==> src/rtl/bist_signature_check.sv <==
// rtl/bist_signature_check.sv - MISR response compaction and pass/fail verdict behind the BIST controller
module bist_signature_check #(
    parameter int           W         = 8,
    parameter logic [W-1:0] POLY      = 8'h1D,
    parameter logic [W-1:0] SEED      = '0,
    parameter logic [W-1:0] GOLDEN    = 8'h00,
    parameter int           EXP_COUNT = 0
) (
    input  logic         CLK,
    input  logic         RESET,
    input  logic         RUNNING,
    input  logic         OUT,
    input  logic         FINISH,
    input  logic         BIST_END,
    input  logic [W-1:0] RESP,
    output logic [W-1:0] SIGNATURE,
    output logic [7:0]   VEC_COUNT,
    output logic         DONE,
    output logic         PASS,
    output logic         FAIL
);

    typedef enum logic [1:0] {
        S_IDLE,
        S_COMPACT,
        S_COMPARE,
        S_DONE
    } state_t;

    localparam logic [7:0] EXP_CNT8 = 8'(EXP_COUNT);

    state_t       state_q;
    logic [W-1:0] sig_q;
    logic [W-1:0] sig_d;
    logic [7:0]   cnt_q;
    logic [7:0]   cnt_d;
    logic         match_d;
    logic         match_q;
    logic         done_q;
    logic         pass_q;
    logic         fail_q;

    // OUT alone qualifies a capture; the counting-phase flag carries no extra information here.
    logic unused_running;
    assign unused_running = RUNNING;

    always_comb begin
        sig_d   = {sig_q[W-2:0], 1'b0} ^ (sig_q[W-1] ? POLY : '0) ^ RESP;
        cnt_d   = (cnt_q == 8'hFF) ? cnt_q : cnt_q + 8'd1;
        match_d = (sig_q == GOLDEN) && ((EXP_COUNT == 0) || (cnt_q == EXP_CNT8));
    end

    always_ff @(posedge CLK or posedge RESET) begin
        if (RESET) begin
            state_q <= S_IDLE;
            sig_q   <= SEED;
            cnt_q   <= 8'd0;
            match_q <= 1'b0;
            done_q  <= 1'b0;
            pass_q  <= 1'b0;
            fail_q  <= 1'b0;
        end else begin
            case (state_q)
                S_IDLE, S_COMPACT: begin
                    if (OUT) begin
                        sig_q <= sig_d;
                        cnt_q <= cnt_d;
                    end
                    if (FINISH) begin
                        state_q <= S_COMPARE;
                    end else if (OUT) begin
                        state_q <= S_COMPACT;
                    end
                end
                S_COMPARE: begin
                    match_q <= match_d;
                    state_q <= S_DONE;
                end
                S_DONE: begin
                    // Verdict is published on the first DONE cycle; a dropped BIST_END rearms instead.
                    if (!BIST_END) begin
                        state_q <= S_IDLE;
                        sig_q   <= SEED;
                        cnt_q   <= 8'd0;
                        done_q  <= 1'b0;
                        pass_q  <= 1'b0;
                        fail_q  <= 1'b0;
                    end else if (!done_q) begin
                        done_q  <= 1'b1;
                        pass_q  <= match_q;
                        fail_q  <= !match_q;
                    end
                end
                default: state_q <= S_IDLE;
            endcase
        end
    end

    assign SIGNATURE = sig_q;
    assign VEC_COUNT = cnt_q;
    assign DONE      = done_q;
    assign PASS      = pass_q;
    assign FAIL      = fail_q;

endmodule

==> config.mk <==
export PLATFORM = sky130hd
export DESIGN_NAME = bist_signature_check
export DESIGN_NICKNAME = d
export VERILOG_FILES = /design/src/rtl/bist_signature_check.sv
export SDC_FILE = /design/constraint.sdc
export NUM_CORES = 1
export LEC_CHECK = 0
export ABC_AREA = 1
export CAP_MARGIN = 20
export CORE_ASPECT_RATIO = 0.75
export CORE_MARGIN = 8
export CORE_UTILIZATION = 40
export DETAILED_ROUTE_END_ITERATION = 12
export PLACE_DENSITY = 0.68
export SKIP_LAST_GASP = 1
export SLEW_MARGIN = 10
export SYNTH_ARGS = -nofsm -noshare
export SYNTH_HDL_FRONTEND = slang
export SYNTH_SLANG_ARGS = --single-unit
==> constraint.sdc <==
create_clock -name CLK -period 1.3 [get_ports CLK]
set_clock_uncertainty 0.15 [all_clocks]
set_input_delay 0.195 -clock CLK [delete_from_list [all_inputs] [get_ports CLK]]
set_output_delay 0.195 -clock CLK [all_outputs]
set_load 0.02 [all_outputs]
# --- Word-level counts from Yosys, hierarchy flattened ---
# Index checks and enable logic that the tools add are counted.
word_totals:
  register_bits: 22
  out_inout_bits: 19
  in_bits: 14
  wordCells: 44
  mem_bits_ro: 0
  memories: 0
  ramBits: 0
  latch_bits: 0
classes:
  n_mul: 0
  mux: 16
  n_div: 0
  reduce_logical: 9
  eq_ne: 9
  magnitude_cmp: 0
  bitwise: 2
  shifts: 0
  add_sub_neg: 1
ops:
  columns: ["op", "n"]
  rows:
  - ["2-to-1 mux 8 bit", 4]
  - ["one-hot mux 8 bit (2 select lines)", 2]
  - ["adder 8 x 1 -> 8 bit (second input constant)", 1]
  - ["equality test 8 bit (second input constant)", 1]
  - ["logical NOT 8 bit", 1]
  - ["!= test 2 bit (second input constant)", 4]
  - ["bitwise XOR 8 x 5 -> 8 bit", 1]
  - ["bitwise XOR 8 bit", 1]
  - ["2-to-1 mux 2 bit", 3]
  - ["one-hot mux 2 bit (3 select lines)", 1]
  - ["2-to-1 mux 1 bit", 5]
  - ["2-to-1 mux 5 bit", 1]
  - ["equality test 2 bit (second input constant)", 2]
  - ["AND reduction 2 bit", 2]
  - ["AND reduction 4 bit", 1]
  - ["!= test 3 bit (second input constant)", 1]
  - ["AND reduction 3 bit", 1]
  - ["equality test 2 x 1 -> 1 bit (second input constant)", 1]
  - ["logical NOT 2 bit", 1]
  - ["nonzero test 2 bit", 1]
  - ["OR reduction 2 bit", 1]
  - ["logical NOT 1 bit", 1]

# --- Logic depth before layout (Yosys ltp) ---
# Gate-level depths: netlist of run 1.
depth:
  ltp_word: 5
  mapped_depth: 8
  depth_no_buf: 7

# --- Worst setup path before layout of run 1 ---
# No wires, ideal clock.
synth_timing:
  path_type: "register to register"
  start: "register cnt_q[1], in the netlist VEC_COUNT[1]"
  end: "register cnt_q[2], in the netlist VEC_COUNT[2]"
  required_ns: 1.076
  path_slack_ns: -0.301
  path_stages_with_launch: 9
  arrival_ns: 1.377
  n_path_buf: 1
  period_less_slack_ns: 1.601
  setup_ns: 0.074
  cell_sequence: "dfrtp_1 ha_1 nand2_2 nor2_2 nand3_2 nand2_4 buf_12 nand2_2 o21ai_2"
synth_via:
  elab_chain_cells: 4
  word_cells_on_any_way: 7
  cone_classes: "add/sub: 1; eq/ne: 2; mux: 3; reduce/logical: 1"
synth_lines:
  columns: ["element", "line", "rtl"]
  rows:
  - ["start: declaration", "35", "logic [7:0] cnt_q;"]
  - ["start signal: assignment", "67", "cnt_q <= cnt_d;"]
  - ["adder 8 x 1 -> 8 bit", "49", "cnt_d = (cnt_q == 8'hFF) ? cnt_q : cnt_q + 8'd1;"]
  - ["2-to-1 mux 8 bit", "49", null]
  - ["2-to-1 mux 8 bit", "65", "if (OUT) begin"]
  - ["one-hot mux 8 bit (2 select lines)", "63", "case (state_q)"]
# Parallel ways exist; a longest one is shown, timed or not. The select of a mux whose other input is x is not followed.
# A chain may end at the register's enable or synchronous reset.

# --- Worst setup path after layout of run 1 ---
layout_timing:
  start: "register cnt_q[0], in the netlist VEC_COUNT[0]"
  end: "register cnt_q[6], in the netlist VEC_COUNT[6]"
# The elaborated chain is that of the path after synthesis.

==> results of run 1 <==
final cells by class:
class / count / area [um2] / area share
clock buffer: 4 / 45.0 / 0.0219
timing repair buffer: 64 / 539 / 0.262
sequential: 22 / 554 / 0.269
inverter: 25 / 93.8 / 0.0456
multi-input combinational: 101 / 777 / 0.378
tap: 38 / 47.5 / 0.0231
final timing paths:
kind | end | slack [ps]
worst max-delay path | VEC_COUNT[6] | -120
worst min-delay path | VEC_COUNT[1] | 100
worst max register to register | VEC_COUNT[6] | -120
worst min register to register | PASS | 380
max in group asynchronous | state_q[1] | 740
min in group CLK | PASS | 380
worst register-to-register path, cell delays in order (launching register included):
cell and delay, ps:
dfrtp_2 400, ha_4 150, nand2_4 50, nor2_4 140, nand3_4 140, buf_6 170
nand3_2 60, a21oi_2 50
power groups by stage:
stage / Sequential [mW] / Clock, mW / Combinational [mW]
after floorplan: 1.35 / 0 / 1.09
after global placement: 1.09 / 0 / 2.28
after detailed placement: 1.10 / 0 / 2.31
after CTS: 1.10 / 0.451 / 2.57
after global routing: 1.15 / 0.470 / 2.91
final: 1.11 / 0.439 / 2.71
layer usage:
metal / vias up / global-route usage
li1: 616 / -
met1: 597 / 0.169
met2: 37 / 0.221
met3: 4 / 0.0523
met4: 0 / 0.0400
met5: - / 0
cell families after synthesis:
group	share of synthesized area
simple gates	0.293
xor+xnor	0.0417
flops	0.437
compound gates	0.124
fa+ha+maj	0.00994
buf+inv	0.0934
flip-flops by register name, indices dropped and copies added (netlist names):
signal and cells:
SIGNATURE 8, PASS 1, FAIL 1, state_q 2, DONE 1, VEC_COUNT 8, match_q 1
cell usage in the layout (no fill, tap or decap), types with 2 or more instances in the layout:
cell type	count
nand3_2	5
buf_4	28
nand2_2	9
buf_12	2
clkdlybuf4s15_2	5
buf_6	2
clkbuf_8	3
o22ai_2	5
nor2_8	2
nand2_4	5
nand2_1	18
clkbuf_2	10
inv_2	4
clkdlybuf4s50_1	12
a21oi_2	2
nor2_1	8
nand3_1	12
buf_2	3
o21ai_0	3
o22ai_4	2
dfrtp_2	3
nor2_2	4
xnor2_1	5
inv_1	21
o21ai_2	5
a21oi_1	3
dfrtp_1	19
what timing repair did:
action	CTS	global route
setup buffers	4	1
pin swaps	6	5
gates resized for setup	70	28
setup endpoints to repair	36	31
cloned	1	0
==> impl_results.html, run 1 <==
<table>
<tr><th>Metric</th><th>Value</th></tr>
<tr><th colspan="2">Worst setup path</th></tr>
<tr><td>WP depth</td><td>7</td></tr>
<tr><td>Worst setup path start</td><td>VEC_COUNT[0]</td></tr>
<tr><td>CP Class</td><td>reg -&gt; reg</td></tr>
<tr><td>Reg2Reg Depth</td><td>7</td></tr>
<tr><td>Critical Path, Cell by Cell</td><td>ha_4, nand2_4, nor2_4, nand3_4, buf_6, nand3_2, a21oi_2</td></tr>
<tr><td>Top cell family by delay on the critical path</td><td>flip-flops</td></tr>
<tr><td>Startpoint Class</td><td>flip-flop</td></tr>
<tr><td>Buffers &amp; Inverters on Critical Path</td><td>1</td></tr>
<tr><td>Slowest cell on crit path</td><td>dfrtp_2</td></tr>
<tr><td>Data required time at the worst endpoint</td><td>~1300 ps</td></tr>
<tr><td>Kind of end point of the critical path</td><td>flip-flop</td></tr>
<tr><td>Maximum fanout along the worst path</td><td>4</td></tr>
<tr><td>Data arrival at the endpoint of the critical path</td><td>1420 ps</td></tr>
<tr><td>Launch point of the worst reg-to-reg path</td><td>VEC_COUNT[0]</td></tr>
<tr><td>Largest stage delay on the critical path</td><td>about 400 ps</td></tr>
<tr><th colspan="2">Routing</th></tr>
<tr><td>Highest metal used</td><td>met4</td></tr>
<tr><td>Final WL</td><td>about 3.5 mm</td></tr>
<tr><td>Via-per-instance ratio</td><td>approximately 4.9</td></tr>
<tr><td>Metal2 WL</td><td>1.70 mm</td></tr>
<tr><td>Routed wire length per instance</td><td>13.9 um</td></tr>
<tr><td>Sum of routed wire segments on met1</td><td>1.57 mm</td></tr>
<tr><td>Number of DRC markers in iteration 0</td><td>92</td></tr>
<tr><td>Remaining routing DRC violations</td><td>0</td></tr>
<tr><td>Met3 routed WL</td><td>243 um</td></tr>
<tr><td>Via count of the routed design</td><td>about 1300</td></tr>
<tr><td>Initial DRT Pass Iterations</td><td>5</td></tr>
<tr><td>Detail Route Antenna Nets</td><td>0</td></tr>
<tr><th colspan="2">Status</th></tr>
<tr><td>Violations in the final reports</td><td>setup timing</td></tr>
<tr><td>Run status</td><td>complete, but fails checks</td></tr>
<tr><th colspan="2">Clocking</th></tr>
<tr><td>Number of buffers inserted by hold repair at cts</td><td>0</td></tr>
<tr><td>Cts bufs inserted</td><td>3</td></tr>
<tr><td>Worst-skew pair later-pin latency</td><td>roughly 260 ps</td></tr>
<tr><td>Cell chosen for the clock root</td><td>clkbuf_8</td></tr>
<tr><td>Maximum count of clock buffers along a single path</td><td>2</td></tr>
<tr><td>CTS tree</td><td>built</td></tr>
<tr><td>Deepest level of the CTS H-tree</td><td>1</td></tr>
<tr><td>Clock transition at path regs</td><td>roughly 80 ps</td></tr>
<tr><td>Sinks on the clock net</td><td>22</td></tr>
<tr><th colspan="2">Die</th></tr>
<tr><td>I/O Pins</td><td>33</td></tr>
<tr><td>Die Footprint</td><td>approximately 0.0052 mm2</td></tr>
<tr><td>Floorplan die height</td><td>~65 um</td></tr>
<tr><td>Die width</td><td>roughly 80 um</td></tr>
<tr><td>Initial core utilization</td><td>0.423</td></tr>
<tr><td>Number of placement rows</td><td>17</td></tr>
<tr><td>Area of the core</td><td>just under 0.003 mm2</td></tr>
<tr><th colspan="2">Pwr</th></tr>
<tr><td>Overall power after layout</td><td>~4.3 mW</td></tr>
<tr><td>Worst ir drop on vdd</td><td>approximately 1.3 mV</td></tr>
<tr><td>Sw Pwr</td><td>1.91 mW</td></tr>
<tr><td>Leakage component of the power</td><td>0.957 nW</td></tr>
<tr><td>Part of the total power dissipated in the clock network</td><td>0.103</td></tr>
<tr><td>Proportion of total power due to net switching</td><td>0.449</td></tr>
<tr><td>Pwr/cell area</td><td>just over 2000 mW/mm2</td></tr>
<tr><td>Power share of the sequential group</td><td>0.261</td></tr>
<tr><td>Combinational cell fraction of total power</td><td>0.636</td></tr>
<tr><td>Internal Dissipation</td><td>around 2.3 mW</td></tr>
<tr><th colspan="2">Placed design</th></tr>
<tr><td>Total placed instance area</td><td>approximately 0.0019 mm2</td></tr>
<tr><td>HPWL after DPL</td><td>2.44 mm</td></tr>
<tr><td>Pre-CTS setup slack</td><td>-291 ps</td></tr>
<tr><td>Routability congestion estimate</td><td>around 0.86</td></tr>
<tr><td>IO Port Bufs</td><td>31</td></tr>
<tr><td>Dpl cells</td><td>roughly 240</td></tr>
<tr><th colspan="2">Timing</th></tr>
<tr><td>Worst setup margin</td><td>-116 ps</td></tr>
<tr><td>Worst Hold Margin</td><td>slightly above 100 ps</td></tr>
<tr><td>Upper clock frequency limit</td><td>between 700 and 800 MHz</td></tr>
<tr><td>Setup TNS</td><td>-1000 ps</td></tr>
<tr><td>Minimum clock period after layout</td><td>approximately 1400 ps</td></tr>
<tr><td>Hold violation count in the final report</td><td>0</td></tr>
<tr><td>Final period utilization</td><td>1.09</td></tr>
<tr><td>Final number of max-transition violations</td><td>0</td></tr>
<tr><td>Worst max-slew margin expressed relative to the limit</td><td>0.758</td></tr>
<tr><td>Setup repair after global routing missed its margin</td><td>yes</td></tr>
<tr><td>Worst-margin pin slew</td><td>roughly 360 ps</td></tr>
<tr><td>Final setup violation count</td><td>16</td></tr>
<tr><th colspan="2">Final layout</th></tr>
<tr><td>Area of all placed cells without fillers</td><td>between 0.002 and 0.0025 mm2</td></tr>
<tr><td>Layout cells sized above 1</td><td>0.500</td></tr>
<tr><td>P&amp;R area growth vs syn</td><td>63.4%</td></tr>
<tr><td>FILL cells</td><td>about 230</td></tr>
<tr><td>Final cell count without fillers</td><td>between 200 and 300</td></tr>
<tr><td>Finished Core Util</td><td>0.691</td></tr>
<tr><td>Total number of nets in the final design</td><td>between 200 and 250</td></tr>
<tr><td>Number of antenna repair diodes</td><td>0</td></tr>
<tr><th colspan="2">Synth</th></tr>
<tr><td>Leading cell type by number of instances after synthesis</td><td>inv_1</td></tr>
<tr><td>Synth top area share</td><td>0.437</td></tr>
<tr><td>Most area-consuming cells after synthesis</td><td>dfrtp_1 44%, inv_1 7.2%, nand3_1 6.8%</td></tr>
<tr><td>Share of flip-flops with an asynchronous set or reset after synthesis</td><td>1.00</td></tr>
<tr><td>Cell type with the highest aggregate area in the netlist</td><td>dfrtp_1</td></tr>
<tr><td>Most used standard cells in the synthesized netlist</td><td>24 x inv_1, 22 x dfrtp_1, 20 x nand2_1</td></tr>
<tr><td>Warnings, synthesis</td><td>0</td></tr>
<tr><td>Synthesized netlist cell count</td><td>approximately 150</td></tr>
<tr><td>Main flop type after synthesis</td><td>dfrtp_1</td></tr>
<tr><td>Portion of the post-synthesis area used by sequential elements</td><td>0.437</td></tr>
<tr><td>Number of distinct library cells after synthesis</td><td>25</td></tr>
<tr><td>Total standard cell area after synthesis</td><td>0.00126 mm2</td></tr>
<tr><td>Syn_nets</td><td>about 160</td></tr>
<tr><td>Mapped Avg Cell Area</td><td>8.45 um2</td></tr>
<tr><td>Number of flops mapped to enable cells by yosys</td><td>0</td></tr>
<tr><td>Synth Register Bits</td><td>22</td></tr>
<tr><th colspan="2">Global routing</th></tr>
<tr><td>Pin count of the biggest net entering global routing</td><td>23</td></tr>
<tr><td>Initial antenna violation count</td><td>0</td></tr>
<tr><td>Vias in the first global route</td><td>1263</td></tr>
<tr><td>First-pass GRT wire length</td><td>5.84 mm</td></tr>
<tr><td>Gr usage total</td><td>0.138</td></tr>
<tr><td>Overall overflow remaining after global route</td><td>0</td></tr>
<tr><th colspan="2">Job</th></tr>
<tr><td>Max Cap Viol</td><td>0</td></tr>
<tr><th colspan="2">Hold path</th></tr>
<tr><td>Class of the tightest hold or removal check</td><td>in -&gt; async</td></tr>
</table>
Note: power is estimated with default switching activity, not from simulation.
==> inputs of run 2 (changes only) <==
clock period = 1.2 ns   (was 1.3 ns; I/O delays follow)
==> run 2 against run 1 <==
The run still ends with setup timing left. Global-route usage rose by 1.3 points. Combinational power rose by 20%. Routed wire length rose by 10%. Sequential power rose by 9.9%. Clock power rose by 11%. Maximum frequency fell by 0.35%. Final cell count rose by 2.4%. Critical path type unchanged. Largest cell class unchanged.
==> impl_results.html, run 2 (same netlist as run 1, synthesis figures left out) <==
<table>
<tr><th>Metric</th><th>Value</th></tr>
<tr><th colspan="2">Worst setup path</th></tr>
<tr><td>Data arrival at the endpoint of the critical path</td><td>approximately 1400 ps</td></tr>
<tr><td>Reg2Reg Depth</td><td>8</td></tr>
<tr><td>Largest stage delay on the critical path</td><td>~460 ps</td></tr>
<tr><td>Startpoint Class</td><td>flip-flop</td></tr>
<tr><td>Maximum fanout along the worst path</td><td>6</td></tr>
<tr><td>Buffers &amp; Inverters on Critical Path</td><td>2</td></tr>
<tr><td>Reg2reg setup slack</td><td>-220 ps</td></tr>
<tr><td>Top cell family by delay on the critical path</td><td>flip-flops</td></tr>
<tr><td>Launch point of the worst reg-to-reg path</td><td>state_q[1]</td></tr>
<tr><td>Endpoint of the most critical register-to-register path</td><td>VEC_COUNT[4]</td></tr>
<tr><td>Data required time at the worst endpoint</td><td>between 1000 and 1500 ps</td></tr>
<tr><td>Critical Path, Cell by Cell</td><td>inv_2, nand2_4, nand2_4, nor2_8, buf_12, nand2_8, nor2_2, a21oi_2</td></tr>
<tr><td>Slowest cell on crit path</td><td>dfrtp_2</td></tr>
<tr><td>Kind of end point of the critical path</td><td>flip-flop</td></tr>
<tr><td>CP Class</td><td>reg -&gt; reg</td></tr>
<tr><td>Cell seen most often among critical-path stages</td><td>nand2_4</td></tr>
<tr><th colspan="2">Final layout</th></tr>
<tr><td>Most common cell after layout, fill and taps aside</td><td>buf_4</td></tr>
<tr><td>P&amp;R area growth vs syn</td><td>69.3%</td></tr>
<tr><td>Leading cell types in the layout, fill and taps excluded</td><td>28 x buf_4, 21 x inv_1, 18 x dfrtp_1</td></tr>
<tr><td>FILL cells</td><td>approximately 230</td></tr>
<tr><td>Multi-input gate area</td><td>between 800 and 900 um2</td></tr>
<tr><td>Finished Core Util</td><td>0.716</td></tr>
<tr><td>Total number of nets in the final design</td><td>approximately 240</td></tr>
<tr><td>Layout cells sized above 1</td><td>0.536</td></tr>
<tr><td>Final cell count without fillers</td><td>between 200 and 300</td></tr>
<tr><td>Number of antenna repair diodes</td><td>0</td></tr>
<tr><td>Seq. cell area</td><td>around 560 um2</td></tr>
<tr><th colspan="2">Pwr</th></tr>
<tr><td>Worst ir drop on vdd</td><td>around 1.3 mV</td></tr>
<tr><td>Leakage component of the power</td><td>between 1 and 1.5 nW</td></tr>
<tr><td>Internal Dissipation</td><td>roughly 2.8 mW</td></tr>
<tr><td>Sw Pwr</td><td>about 2.2 mW</td></tr>
<tr><td>Pwr/cell area</td><td>2330 mW/mm2</td></tr>
<tr><td>Power share of the sequential group</td><td>0.246</td></tr>
<tr><td>Overall power after layout</td><td>between 4 and 5 mW</td></tr>
<tr><td>Combinational cell fraction of total power</td><td>0.655</td></tr>
<tr><td>Part of the total power dissipated in the clock network</td><td>0.098</td></tr>
<tr><td>Proportion of total power due to net switching</td><td>0.441</td></tr>
<tr><th colspan="2">Clocking</th></tr>
<tr><td>Sinks on the clock net</td><td>22</td></tr>
<tr><td>CTS tree</td><td>built</td></tr>
<tr><td>Maximum count of clock buffers along a single path</td><td>2</td></tr>
<tr><td>Cell chosen for the clock root</td><td>clkbuf_8</td></tr>
<tr><td>Worst-skew pair later-pin latency</td><td>~270 ps</td></tr>
<tr><td>Deepest level of the CTS H-tree</td><td>1</td></tr>
<tr><td>Cts bufs inserted</td><td>3</td></tr>
<tr><td>Clock transition at path regs</td><td>~90 ps</td></tr>
<tr><th colspan="2">Hold path</th></tr>
<tr><td>Class of the tightest hold or removal check</td><td>in -&gt; async</td></tr>
<tr><th colspan="2">Global routing</th></tr>
<tr><td>Overall overflow remaining after global route</td><td>0</td></tr>
<tr><td>Pin count of the biggest net entering global routing</td><td>23</td></tr>
<tr><td>First-pass GRT wire length</td><td>approximately 6.4 mm</td></tr>
<tr><td>Met3 usage</td><td>0.0468</td></tr>
<tr><td>Gr usage total</td><td>0.151</td></tr>
<tr><td>Initial antenna violation count</td><td>0</td></tr>
<tr><td>Most used routing layer in global routing</td><td>met2</td></tr>
<tr><td>Vias in the first global route</td><td>approximately 1400</td></tr>
<tr><td>Met2 usage</td><td>0.253</td></tr>
<tr><td>Met1 usage in global routing</td><td>0.189</td></tr>
<tr><th colspan="2">Timing</th></tr>
<tr><td>Setup repair after global routing missed its margin</td><td>yes</td></tr>
<tr><td>Final period utilization</td><td>1.18</td></tr>
<tr><td>Worst setup margin</td><td>-221 ps</td></tr>
<tr><td>Worst Hold Margin</td><td>around 72 ps</td></tr>
<tr><td>Worst-margin pin slew</td><td>a little under 300 ps</td></tr>
<tr><td>Upper clock frequency limit</td><td>slightly above 700 MHz</td></tr>
<tr><td>Final number of max-transition violations</td><td>0</td></tr>
<tr><td>Final setup violation count</td><td>19</td></tr>
<tr><td>Minimum clock period after layout</td><td>~1400 ps</td></tr>
<tr><td>Worst max-slew margin expressed relative to the limit</td><td>0.802</td></tr>
<tr><td>Hold violation count in the final report</td><td>0</td></tr>
<tr><th colspan="2">Routing</th></tr>
<tr><td>Final WL</td><td>3.90 mm</td></tr>
<tr><td>Number of DRC markers in iteration 0</td><td>77</td></tr>
<tr><td>Detail Route Antenna Nets</td><td>0</td></tr>
<tr><td>Via count of the routed design</td><td>1320</td></tr>
<tr><td>Initial DRT Pass Iterations</td><td>4</td></tr>
<tr><td>Routed wire length per instance</td><td>~15 um</td></tr>
<tr><td>Via-per-instance ratio</td><td>just over 5</td></tr>
<tr><td>Remaining routing DRC violations</td><td>0</td></tr>
<tr><th colspan="2">Die</th></tr>
<tr><td>Die Footprint</td><td>approximately 0.0052 mm2</td></tr>
<tr><td>Number of placement rows</td><td>17</td></tr>
<tr><td>Area of the core</td><td>approximately 0.0030 mm2</td></tr>
<tr><td>Initial core utilization</td><td>0.423</td></tr>
<tr><td>Floorplan die height</td><td>64.6 um</td></tr>
<tr><td>Die width</td><td>between 80 and 90 um</td></tr>
<tr><td>I/O Pins</td><td>33</td></tr>
<tr><th colspan="2">Placed design</th></tr>
<tr><td>IO Port Bufs</td><td>31</td></tr>
<tr><td>HPWL after DPL</td><td>~2.6 mm</td></tr>
<tr><td>Routability congestion estimate</td><td>roughly 0.8</td></tr>
<tr><td>Dpl cells</td><td>approximately 240</td></tr>
<tr><th colspan="2">Job</th></tr>
<tr><td>Max Cap Viol</td><td>0</td></tr>
<tr><th colspan="2">Status</th></tr>
<tr><td>Violations in the final reports</td><td>setup timing</td></tr>
<tr><td>Run status</td><td>complete, but fails checks</td></tr>
</table>
## run 2: changes by cell type in the layout (fill, tap and decap cells not counted), sizes merged
cell,delta
buf,+21
clkbuf,-9
clkdlybuf4s15,-6
## run 2: timing repair
action,in CTS,in global routing
cloned,1,0
buffers inserted,7,5
resized for setup,99,32
setup endpoints to repair,40,26
hold buffers,0,0
pin swaps,15,5
## run 2: power by group through the flow
stage	combinational, mW	sequential (mW)	clock [mW]
2_1_floorplan	1.20	1.46	0
3_3_place_gp	2.40	1.20	0
3_5_place_dp	2.45	1.22	0
4_1_cts	2.93	1.22	0.493
5_1_grt	3.50	1.26	0.530
6_report	3.26	1.22	0.489
## run 2: area by class of cell
type                       count  area share
clock buffer                   4      0.0211
inverter                      25      0.0440
multi-input combinational    101       0.376
tap                           38      0.0223
timing repair buffer          70       0.276
sequential                    22       0.261
## run 2: stage by stage
stage / setup TNS, ps / cell area (um2) / worst slack [ps]
3_5_place_dp: -7580 / 1850 / -399
2_1_floorplan: -2000 / 1300 / -277
4_1_cts: -2740 / 2020 / -200
5_1_grt: -4070 / 2130 / -261
6_report: -3260 / 2130 / -221
3_3_place_gp: -7070 / 1850 / -337
## run 2: layer usage
| metal | up-vias | routed length (um) | share of wire |
|---|---|---|---|
| met4 | 0 | 53 | 0.014 |
| met5 | - | 0 | 0 |
| met3 | 4 | 205 | 0.053 |
| li1 | 634 | - | - |
| met2 | 38 | 1900 | 0.49 |
| met1 | 644 | 1750 | 0.45 |
## run 2: worst register-to-register path: stages (launching register included)
cell and delay, ps:
dfrtp_2 460, inv_2 90, nand2_4 80, nand2_4 70, nor2_8 120, buf_12 120
nand2_8 70, nor2_2 120, a21oi_2 40
## run 2: worst max path at each step
| stage | slack [ps] | start | to | cells after the start |
|---|---|---|---|---|
| 2_1_floorplan | -280 | VEC_COUNT[1] | VEC_COUNT[2] | 8 |
| 3_3_place_gp | -340 | BIST_END | VEC_COUNT[6] | 7 |
| 3_5_place_dp | -400 | BIST_END | VEC_COUNT[4] | 7 |
| 4_1_cts | -200 | VEC_COUNT[0] | VEC_COUNT[6] | 7 |
| 5_1_grt | -260 | state_q[1] | VEC_COUNT[4] | 8 |
| 6_report | -220 | state_q[1] | VEC_COUNT[4] | 8 |
